## src/rtl/qstate_dot_accum_if.sv

```systemverilog
// qstate_dot_accum_if
// Bundles the stream-in / result-out signals of the complex dot-product engine.
//   master : the producer/consumer driving amplitudes and accepting results
//   slave  : the engine (qstate_dot_accum)
// Signals:
//   clear            synchronous abort
//   mode             0 = sum |a|^2, 1 = sum conj(a)*b
//   in_valid/in_ready/in_last   input beat handshake
//   a_re,a_im,b_re,b_im         N-bit two's complement amplitudes
//   out_valid/out_ready         result handshake
//   out_re,out_im,out_count,overflow   result payload
interface qstate_dot_accum_if #(
  parameter int N     = 16,
  parameter int CNT_W = 8
);
  logic             clear;
  logic             mode;
  logic             in_valid;
  logic             in_ready;
  logic             in_last;
  logic [N-1:0]     a_re;
  logic [N-1:0]     a_im;
  logic [N-1:0]     b_re;
  logic [N-1:0]     b_im;
  logic             out_valid;
  logic             out_ready;
  logic [N-1:0]     out_re;
  logic [N-1:0]     out_im;
  logic [CNT_W-1:0] out_count;
  logic             overflow;

  modport master (
    output clear, mode, in_valid, in_last, a_re, a_im, b_re, b_im, out_ready,
    input  in_ready, out_valid, out_re, out_im, out_count, overflow
  );

  modport slave (
    input  clear, mode, in_valid, in_last, a_re, a_im, b_re, b_im, out_ready,
    output in_ready, out_valid, out_re, out_im, out_count, overflow
  );
endinterface

```

## src/rtl/qstate_dot_accum.sv

```systemverilog
// qstate_dot_accum
// Streaming fixed-point complex inner-product / norm engine.
//   mode 0 : accumulates |a_k|^2 over a vector (state norm)
//   mode 1 : accumulates conj(a_k)*b_k over a vector (state overlap)
// One beat per cycle; vector ends with in_last. Products are registered
// (stage 1), scaled by >>Q and summed into N+GUARD accumulators (stage 2),
// and the saturated result is presented two cycles after the last beat.
// Ports:
//   clk      system clock, rising edge
//   reset_n  asynchronous active-low reset
//   bus      qstate_dot_accum_if.slave (handshakes, amplitudes, result)
// Configuration macro:
//   QDOT_ROUND_EN  when defined, the >>Q scaling rounds to nearest (ties
//                  toward +inf); otherwise it truncates toward -inf.
module qstate_dot_accum #(
  parameter int N     = 16,
  parameter int Q     = 12,
  parameter int GUARD = 4,
  parameter int CNT_W = 8
) (
  input  logic              clk,
  input  logic              reset_n,
  qstate_dot_accum_if.slave bus
);

  localparam int AW = N + GUARD;   // accumulator width
  localparam int PW = 2 * N;       // full product width
  localparam int SW = PW + 2;      // headroom for lane sum plus accumulator

`ifdef QDOT_ROUND_EN
  localparam logic signed [PW:0] RND = {{PW{1'b0}}, 1'b1} << (Q - 1);
`else
  localparam logic signed [PW:0] RND = '0;
`endif

  // Accumulator range expressed at the wide sum width
  localparam logic signed [SW-1:0] AMAX = {{(SW-AW+1){1'b0}}, {(AW-1){1'b1}}};
  localparam logic signed [SW-1:0] AMIN = {{(SW-AW+1){1'b1}}, {(AW-1){1'b0}}};
  // Output range expressed at accumulator width
  localparam logic signed [AW-1:0] OMAX = {{(GUARD+1){1'b0}}, {(N-1){1'b1}}};
  localparam logic signed [AW-1:0] OMIN = {{(GUARD+1){1'b1}}, {(N-1){1'b0}}};

  typedef enum logic [1:0] {S_IDLE, S_ACCUM, S_DRAIN, S_DONE} state_t;

  state_t state_q, state_d;
  logic   drain_q;
  logic   ready_c, load_out, release_v, accept;
  logic   mode_q, mode_eff;

  // ---------------------------------------------------------------- FSM
  always_ff @(posedge clk or negedge reset_n) begin
    if (!reset_n) state_q <= S_IDLE;
    else          state_q <= state_d;
  end

  always_comb begin
    state_d   = state_q;
    ready_c   = 1'b0;
    load_out  = 1'b0;
    release_v = 1'b0;
    case (state_q)
      S_IDLE: begin
        ready_c = 1'b1;
        if (bus.in_valid) state_d = bus.in_last ? S_DRAIN : S_ACCUM;
      end
      S_ACCUM: begin
        ready_c = 1'b1;
        if (bus.in_valid && bus.in_last) state_d = S_DRAIN;
      end
      S_DRAIN: begin
        // second DRAIN cycle: last product is now inside the accumulator
        if (drain_q) begin
          state_d  = S_DONE;
          load_out = 1'b1;
        end
      end
      S_DONE: begin
        if (bus.out_ready) begin
          state_d   = S_IDLE;
          release_v = 1'b1;
        end
      end
      default: state_d = S_IDLE;
    endcase
    // abort overrides any beat or result handshake
    if (bus.clear) begin
      state_d   = S_IDLE;
      load_out  = 1'b0;
      release_v = 1'b0;
    end
  end

  assign accept        = bus.in_valid & ready_c & ~bus.clear;
  assign bus.in_ready  = ready_c;
  assign bus.out_valid = (state_q == S_DONE);

  always_ff @(posedge clk or negedge reset_n) begin
    if (!reset_n) drain_q <= 1'b0;
    else          drain_q <= (state_q == S_DRAIN) && !drain_q && !bus.clear;
  end

  // Mode is taken straight from the port on the first beat, latched after
  always_ff @(posedge clk or negedge reset_n) begin
    if (!reset_n)                          mode_q <= 1'b0;
    else if (accept && state_q == S_IDLE)  mode_q <= bus.mode;
  end
  assign mode_eff = (state_q == S_IDLE) ? bus.mode : mode_q;

  // ---------------------------------------------------------------- stage 1
  logic signed [N-1:0]  a_re_s, a_im_s, b_re_s, b_im_s, x_re_s, x_im_s;
  logic signed [PW-1:0] prod_d [4];
  logic signed [PW-1:0] prod_q [4];
  logic                 p_valid_q;

  assign a_re_s = bus.a_re;
  assign a_im_s = bus.a_im;
  assign b_re_s = bus.b_re;
  assign b_im_s = bus.b_im;
  // In norm mode the "b" operand of the two diagonal products is a itself
  assign x_re_s = mode_eff ? b_re_s : a_re_s;
  assign x_im_s = mode_eff ? b_im_s : a_im_s;

  // [0]=re*re [1]=im*im [2]=a_re*b_im [3]=a_im*b_re (cross terms only in mode 1)
  assign prod_d[0] = PW'(a_re_s) * PW'(x_re_s);
  assign prod_d[1] = PW'(a_im_s) * PW'(x_im_s);
  assign prod_d[2] = mode_eff ? PW'(a_re_s) * PW'(b_im_s) : '0;
  assign prod_d[3] = mode_eff ? PW'(a_im_s) * PW'(b_re_s) : '0;

  always_ff @(posedge clk or negedge reset_n) begin
    if (!reset_n) begin
      p_valid_q <= 1'b0;
      for (int i = 0; i < 4; i++) prod_q[i] <= '0;
    end else if (bus.clear) begin
      p_valid_q <= 1'b0;
      for (int i = 0; i < 4; i++) prod_q[i] <= '0;
    end else begin
      p_valid_q <= accept;
      if (accept) begin
        for (int i = 0; i < 4; i++) prod_q[i] <= prod_d[i];
      end
    end
  end

  // ---------------------------------------------------------------- stage 2
  logic signed [PW:0]   shf [4];
  logic signed [SW-1:0] lane_sum [2];
  logic signed [SW-1:0] acc_wide [2];
  logic                 acc_hi [2];
  logic                 acc_lo [2];
  logic signed [AW-1:0] acc_clamp [2];
  logic signed [AW-1:0] acc_q [2];
  logic                 acc_ovf_q;

  genvar gi;
  generate
    for (gi = 0; gi < 4; gi++) begin : g_shift
      // one extra bit so the rounding offset cannot wrap the product
      assign shf[gi] = ($signed({prod_q[gi][PW-1], prod_q[gi]}) + RND) >>> Q;
    end
  endgenerate

  assign lane_sum[0] = SW'(shf[0]) + SW'(shf[1]);
  assign lane_sum[1] = SW'(shf[2]) - SW'(shf[3]);

  generate
    for (gi = 0; gi < 2; gi++) begin : g_acc
      assign acc_wide[gi]  = SW'(acc_q[gi]) + lane_sum[gi];
      assign acc_hi[gi]    = acc_wide[gi] > AMAX;
      assign acc_lo[gi]    = acc_wide[gi] < AMIN;
      assign acc_clamp[gi] = acc_hi[gi] ? AMAX[AW-1:0] :
                             acc_lo[gi] ? AMIN[AW-1:0] : acc_wide[gi][AW-1:0];
    end
  endgenerate

  logic [CNT_W-1:0] cnt_q;
  logic             cnt_ovf_q;

  always_ff @(posedge clk or negedge reset_n) begin
    if (!reset_n) begin
      acc_q[0]  <= '0;
      acc_q[1]  <= '0;
      acc_ovf_q <= 1'b0;
      cnt_q     <= '0;
      cnt_ovf_q <= 1'b0;
    end else if (bus.clear || release_v) begin
      acc_q[0]  <= '0;
      acc_q[1]  <= '0;
      acc_ovf_q <= 1'b0;
      cnt_q     <= '0;
      cnt_ovf_q <= 1'b0;
    end else begin
      if (p_valid_q) begin
        acc_q[0]  <= acc_clamp[0];
        acc_q[1]  <= acc_clamp[1];
        acc_ovf_q <= acc_ovf_q | acc_hi[0] | acc_lo[0] | acc_hi[1] | acc_lo[1];
      end
      if (accept) begin
        if (cnt_q == '1) cnt_ovf_q <= 1'b1;
        else             cnt_q     <= cnt_q + CNT_W'(1);
      end
    end
  end

  // ---------------------------------------------------------------- output
  logic [N-1:0] sat_val [2];
  logic         sat_any [2];

  generate
    for (gi = 0; gi < 2; gi++) begin : g_sat
      assign sat_any[gi] = (acc_q[gi] > OMAX) || (acc_q[gi] < OMIN);
      assign sat_val[gi] = (acc_q[gi] > OMAX) ? OMAX[N-1:0] :
                           (acc_q[gi] < OMIN) ? OMIN[N-1:0] : acc_q[gi][N-1:0];
    end
  endgenerate

  logic [N-1:0]     out_re_q, out_im_q;
  logic [CNT_W-1:0] out_count_q;
  logic             overflow_q;

  // Result registers keep their value after the handshake until the next load
  always_ff @(posedge clk or negedge reset_n) begin
    if (!reset_n) begin
      out_re_q    <= '0;
      out_im_q    <= '0;
      out_count_q <= '0;
      overflow_q  <= 1'b0;
    end else if (load_out) begin
      out_re_q    <= sat_val[0];
      out_im_q    <= sat_val[1];
      out_count_q <= cnt_q;
      overflow_q  <= sat_any[0] | sat_any[1] | acc_ovf_q | cnt_ovf_q;
    end
  end

  assign bus.out_re    = out_re_q;
  assign bus.out_im    = out_im_q;
  assign bus.out_count = out_count_q;
  assign bus.overflow  = overflow_q;

endmodule

```

## src/flat_wrapper.sv

```systemverilog
// flat-port wrapper written by rule: the top's interface ports become plain ports
module qstate_dot_accum_flat 
#(
  parameter int N     = 16,
  parameter int Q     = 12,
  parameter int GUARD = 4,
  parameter int CNT_W = 8
)
  (clk, reset_n, bus_clear, bus_mode, bus_in_valid, bus_in_last, bus_a_re, bus_a_im, bus_b_re, bus_b_im, bus_out_ready, bus_in_ready, bus_out_valid, bus_out_re, bus_out_im, bus_out_count, bus_overflow);
  qstate_dot_accum_if #(.N(N), .CNT_W(CNT_W)) bus_i ();
  input  logic clk;
  input  logic reset_n;
  input wire logic [$bits(bus_i.clear)-1:0] bus_clear;
  input wire logic [$bits(bus_i.mode)-1:0] bus_mode;
  input wire logic [$bits(bus_i.in_valid)-1:0] bus_in_valid;
  input wire logic [$bits(bus_i.in_last)-1:0] bus_in_last;
  input wire logic [$bits(bus_i.a_re)-1:0] bus_a_re;
  input wire logic [$bits(bus_i.a_im)-1:0] bus_a_im;
  input wire logic [$bits(bus_i.b_re)-1:0] bus_b_re;
  input wire logic [$bits(bus_i.b_im)-1:0] bus_b_im;
  input wire logic [$bits(bus_i.out_ready)-1:0] bus_out_ready;
  output wire logic [$bits(bus_i.in_ready)-1:0] bus_in_ready;
  output wire logic [$bits(bus_i.out_valid)-1:0] bus_out_valid;
  output wire logic [$bits(bus_i.out_re)-1:0] bus_out_re;
  output wire logic [$bits(bus_i.out_im)-1:0] bus_out_im;
  output wire logic [$bits(bus_i.out_count)-1:0] bus_out_count;
  output wire logic [$bits(bus_i.overflow)-1:0] bus_overflow;
  assign bus_i.clear = bus_clear;
  assign bus_i.mode = bus_mode;
  assign bus_i.in_valid = bus_in_valid;
  assign bus_i.in_last = bus_in_last;
  assign bus_i.a_re = bus_a_re;
  assign bus_i.a_im = bus_a_im;
  assign bus_i.b_re = bus_b_re;
  assign bus_i.b_im = bus_b_im;
  assign bus_i.out_ready = bus_out_ready;
  assign bus_in_ready = bus_i.in_ready;
  assign bus_out_valid = bus_i.out_valid;
  assign bus_out_re = bus_i.out_re;
  assign bus_out_im = bus_i.out_im;
  assign bus_out_count = bus_i.out_count;
  assign bus_overflow = bus_i.overflow;
  qstate_dot_accum #(.N(N), .Q(Q), .GUARD(GUARD), .CNT_W(CNT_W)) u_core (.clk(clk), .reset_n(reset_n), .bus(bus_i));
endmodule
```

## config.mk

```make
export PLATFORM = sky130hd
export DESIGN_NAME = qstate_dot_accum_flat
export DESIGN_NICKNAME = d
export VERILOG_FILES = /design/src/rtl/qstate_dot_accum_if.sv /design/src/rtl/qstate_dot_accum.sv /design/src/flat_wrapper.sv
export SDC_FILE = /design/constraint.sdc
export NUM_CORES = 2
export LEC_CHECK = 0
export ABC_AREA = 1
export BUFFER_PORTS_ARGS = -buffer_cell sky130_fd_sc_hd__buf_2
export CORE_ASPECT_RATIO = 1.1
export CORE_MARGIN = 8
export CORE_UTILIZATION = 37
export CTS_BUF_LIST = sky130_fd_sc_hd__clkbuf_8 sky130_fd_sc_hd__clkbuf_16
export CTS_CLUSTER_SIZE = 30
export DETAILED_ROUTE_END_ITERATION = 6
export SYNTH_ARGS = -nofsm -noshare
export SYNTH_HDL_FRONTEND = slang
export SYNTH_SLANG_ARGS = --single-unit
```

## constraint.sdc

```tcl
create_clock -name clk -period 7.6 [get_ports clk]
set_input_delay 1.52 -clock clk [delete_from_list [all_inputs] [get_ports clk]]
set_output_delay 1.52 -clock clk [all_outputs]
set_load 0.02 [all_outputs]
```

==> flow_summary_export.csv <==
group,metric,value,unit
status,status,"completed",
global_route,grt_antenna_before_repair,12,
synthesis,post_synth_num_cell_types,58,
final_layout,postLayoutCellArea,0.0573,mm²
synthesis,synth_top_area_share,42.6,%
cts,numClockSinks,176,
timing,tns,0,ps
detailed_routing,antenna_left,0,
global_route,grt_start_max_net_pins,68,
timing,report.final.slew_viol_count,0,
worst_setup_path,critical_path_buf_inv_count,8,
detailed_routing,drt-total-wl,163000,µm
cts,path_clk_slew,80,ps
timing,maxClockFrequency,0.136,GHz
final_layout,drive_above_1_share,9.73,%
worst_setup_path,critical-path-max-stage-delay,680,ps
detailed_routing,avgRoutedWirePerCell,18.8,µm
worst_setup_path,worst_setup_path_end_kind,"register",
die,die-area,0.150,mm²
cts,tritoncts,"done",
worst_setup_path,worst_r2r_endpoint,"u_core.prod_q[124]$_DFFE_PN0P_",
synthesis,syn-mean-instance-area,7.84,µm²
timing,unrepaired_setup_endpoints_after_global_routing,"no",
die,std_cell_rows,143,
timing,timing.final.ws_setup,246,ps
worst_setup_path,start_kind,"primary input",
detailed_routing,via_count,42700,
synthesis,synth_enable_flop_cells,0,
synthesis,mappedNetlistArea,0.0510,mm²
final_layout,seq_area,0.00440,mm²
place,portBuffers,113,
worst_setup_path,ff2ff_setup_slack,510,ps
synthesis,synthTopCellsByArea,"sky130_fd_sc_hd__fa_1, sky130_fd_sc_hd__inv_1, sky130_fd_sc_hd__nand2_1",
worst_setup_path,timing.critical_path.fanout_max,14,
worst_setup_path,worstPathCellList,"buf_2, nand2_1, inv_1, fa_1, inv_1, fa_1, inv_1, fa_1, fa_1, fa_1, inv_1, fa_1, inv_1, ha_1, buf_4, a21o_1, a211oi_1, nand3_1, nand2_1, nand2_1, o21ai_0, buf_4, nand2_1",
place,detailedPlacementHpwl,142000,µm
global_route,grt_usage,22.2,%
timing,final.setup_skew,22.4,ps
hold_path,min_path_type,"reg2reg",
synthesis,syn_inst,6499,
worst_setup_path,rr_startpoint,"u_core.state_q[0]$_DFFE_PN0P_",
timing,worst_pin_slew,873,ps
worst_setup_path,startpoint,"bus_a_im[15]",
worst_setup_path,arrival,7730,ps
final_layout,final_cells,8707,
timing,maxSlewHeadroom,41.8,%
synthesis,mappedNetlistNets,8018,
die,core,0.137,mm²
hold_path,hold_path_startpoint,"u_core.cnt_q[6]$_DFFE_PN0P_",
die,chipWidth,370,µm
synthesis,synth_seq_area_share,8.64,%
die,die_height,405,µm
synthesis,synth.ff_latch_count,176,
place,gpl.final_weighted_congestion,0.941,
cts,clock_path_buffers,2,
cts,cts_setup_buffers,0,
final_layout,area.growth.synth_to_final,12.5,%
worst_setup_path,critical_path_class,"in2reg",
final_layout,multi_input_area,0.0392,mm²
detailed_routing,drc,0,
timing,final_hold_viol_count,0,
cts,numCtsBuffers,17,
detailed_routing,drt-initial-drc-count,2620,
worst_setup_path,critical_path.top_delay_family,"adder cells",
place,placement_setup_slack,-254,ps
global_route,grt-ovfl-total,0,
cts,clk_root_buffer_cell,"sky130_fd_sc_hd__clkbuf_16",
timing,timing.final.setup_violations,0,
global_route,grt_pass1_wl,260000,µm
worst_setup_path,crit_path_frequent_cell,"sky130_fd_sc_hd__fa_1",
timing,fin_crit_sh,96.8,%
flow_run,max_cap_viol_count,0,
synthesis,yosys_most_used_dff,"sky130_fd_sc_hd__dfrtp_1",
die,initial_util,37.1,%
detailed_routing,drtPass1Iterations,6,
worst_setup_path,critPathSlowestCell,"sky130_fd_sc_hd__fa_1",
final_layout,fillers,14200,
synthesis,synthesis.yosys.warnings,0,
hold_path,worstHoldPathCells,1,
die,io_pins,114,
hold_path,min_to,"u_core.cnt_q[7]$_DFFE_PN0P_",
timing,period_minus_slack,7350,ps
detailed_routing,drt-vias-per-instance,4.90,
synthesis,asyncSetResetFlopFracSynth,100,%
worst_setup_path,reg2reg_depth,33,
place,dp_cells,8666,
final_layout,nNetsFinal,8392,
cts,clock_latency,490,ps
cts,cts_htree_levels,4,
synthesis,yosys.area.top_type,"sky130_fd_sc_hd__fa_1",
place,postPlaceCellArea,0.0566,mm²
worst_setup_path,worstPathRequired,7980,ps
global_route,via_count_of_the_first_global_routing_pass,46600,
## cells in the mapped netlist (30+ instances only)
library cell               count
sky130_fd_sc_hd__fa_1       1085
sky130_fd_sc_hd__xnor2_1      46
sky130_fd_sc_hd__inv_1      1711
sky130_fd_sc_hd__a31oi_1      32
sky130_fd_sc_hd__buf_2        30
sky130_fd_sc_hd__nor2_1      542
sky130_fd_sc_hd__a21oi_1     198
sky130_fd_sc_hd__dfrtp_1     176
sky130_fd_sc_hd__nand3_1     132
sky130_fd_sc_hd__nand2_1    1504
sky130_fd_sc_hd__clkbuf_1    164
sky130_fd_sc_hd__ha_1        363
sky130_fd_sc_hd__o21ai_0     192
## worst max-delay path by stage
stage | slack (ps) | to | cells past startpoint
finish | 250 | u_core.prod_q[24]$_DFFE_PN0P_ | 23
global route | 2 | u_core.prod_q[127]$_DFFE_PN0P_ | 29
CTS | 250 | u_core.prod_q[94]$_DFFE_PN0P_ | 27
detailed placement | -250 | u_core.prod_q[94]$_DFFE_PN0P_ | 27
global placement | -190 | u_core.prod_q[122]$_DFFE_PN0P_ | 32
floorplan | 410 | u_core.prod_q[127]$_DFFE_PN0P_ | 23
## cells by family after synthesis
group | Yosys count | share of synthesized area (%)
xor gates and xnor gates | 75 | 1.29
adders and majority gates | 1448 | 51.5
and+or+nand+nor | 2299 | 17.9
DFF | 176 | 8.64
AOI/OAI and AO/OA | 544 | 6.02
buffers and inverters | 1957 | 14.6
## flip-flops by register name (all words and copies together) (netlist names)
name                  cells
u_core.acc_ovf_q          1
u_core.acc_q             40
u_core.bus.out_count      8
u_core.bus.out_im        16
u_core.bus.out_re        16
u_core.bus.overflow       1
u_core.cnt_ovf_q          1
u_core.cnt_q              8
u_core.drain_q            1
u_core.mode_q             1
u_core.p_valid_q          1
u_core.prod_q            80
u_core.state_q            2
## per-layer routing
metal / vias up / routed length (µm) / global-route usage [%]
met3: 297 / 8300 / 2.43
met4: 2 / 6170 / 7.74
met5: - / 12 / 0
li1: 19700 / - / -
met1: 21500 / 67300 / 27.9
met2: 1183 / 81400 / 39.8
## stage by stage
step / hold slack (ps) / util [%]
floorplan: 413 / -
global placement: 433 / 41.2
detailed placement: 444 / 41.2
CTS: 444 / 41.7
global route: 451 / 41.7
finish: 444 / 41.7
## layout by cell type (no fill, tap or decap), types with 19 or more instances in the layout
cell type and instances:
sky130_fd_sc_hd__buf_2 112, sky130_fd_sc_hd__nand4_1 26, sky130_fd_sc_hd__clkinv_1 19, sky130_fd_sc_hd__nand2_1 1504, sky130_fd_sc_hd__xor2_1 29, sky130_fd_sc_hd__fa_1 1084, sky130_fd_sc_hd__ha_1 363, sky130_fd_sc_hd__a21oi_1 196
sky130_fd_sc_hd__inv_1 1708, sky130_fd_sc_hd__buf_4 432, sky130_fd_sc_hd__nor2_1 540, sky130_fd_sc_hd__o21ai_1 20, sky130_fd_sc_hd__nor3_1 24, sky130_fd_sc_hd__nand3_1 131, sky130_fd_sc_hd__a31oi_1 31, sky130_fd_sc_hd__xnor2_1 46
sky130_fd_sc_hd__o21ai_0 191, sky130_fd_sc_hd__buf_12 23, sky130_fd_sc_hd__dfrtp_1 176, sky130_fd_sc_hd__a21o_1 21
## area by class of cell
class / instances / share of cell area, %
inverter: 1742 / 11.4
clock inverter: 14 / 0.330
sequential: 176 / 7.68
timing repair buffer: 570 / 7.50
antenna: 9 / 0.0393
clock buffer: 18 / 0.766
tap: 1812 / 3.95
multi-input combinational: 4366 / 68.3
## worst register-to-register path, delay by kind of cell (launching register included)
kind,cells,cell delay (ps)
flip-flops,1,420
adder cells (fa/ha/maj),8,3590
AO/OA/AOI/OAI,5,930
AND/OR/NAND/NOR,9,880
buffers and inverters,11,1190
## what timing repair did
item	4_1_cts	5_1_grt
gates resized for setup	0	12
setup endpoints to repair	0	11
hold buffers	0	0
Power is not shown: default switching activity piles up to over one toggle a cycle in this logic, so the estimate is an artifact.
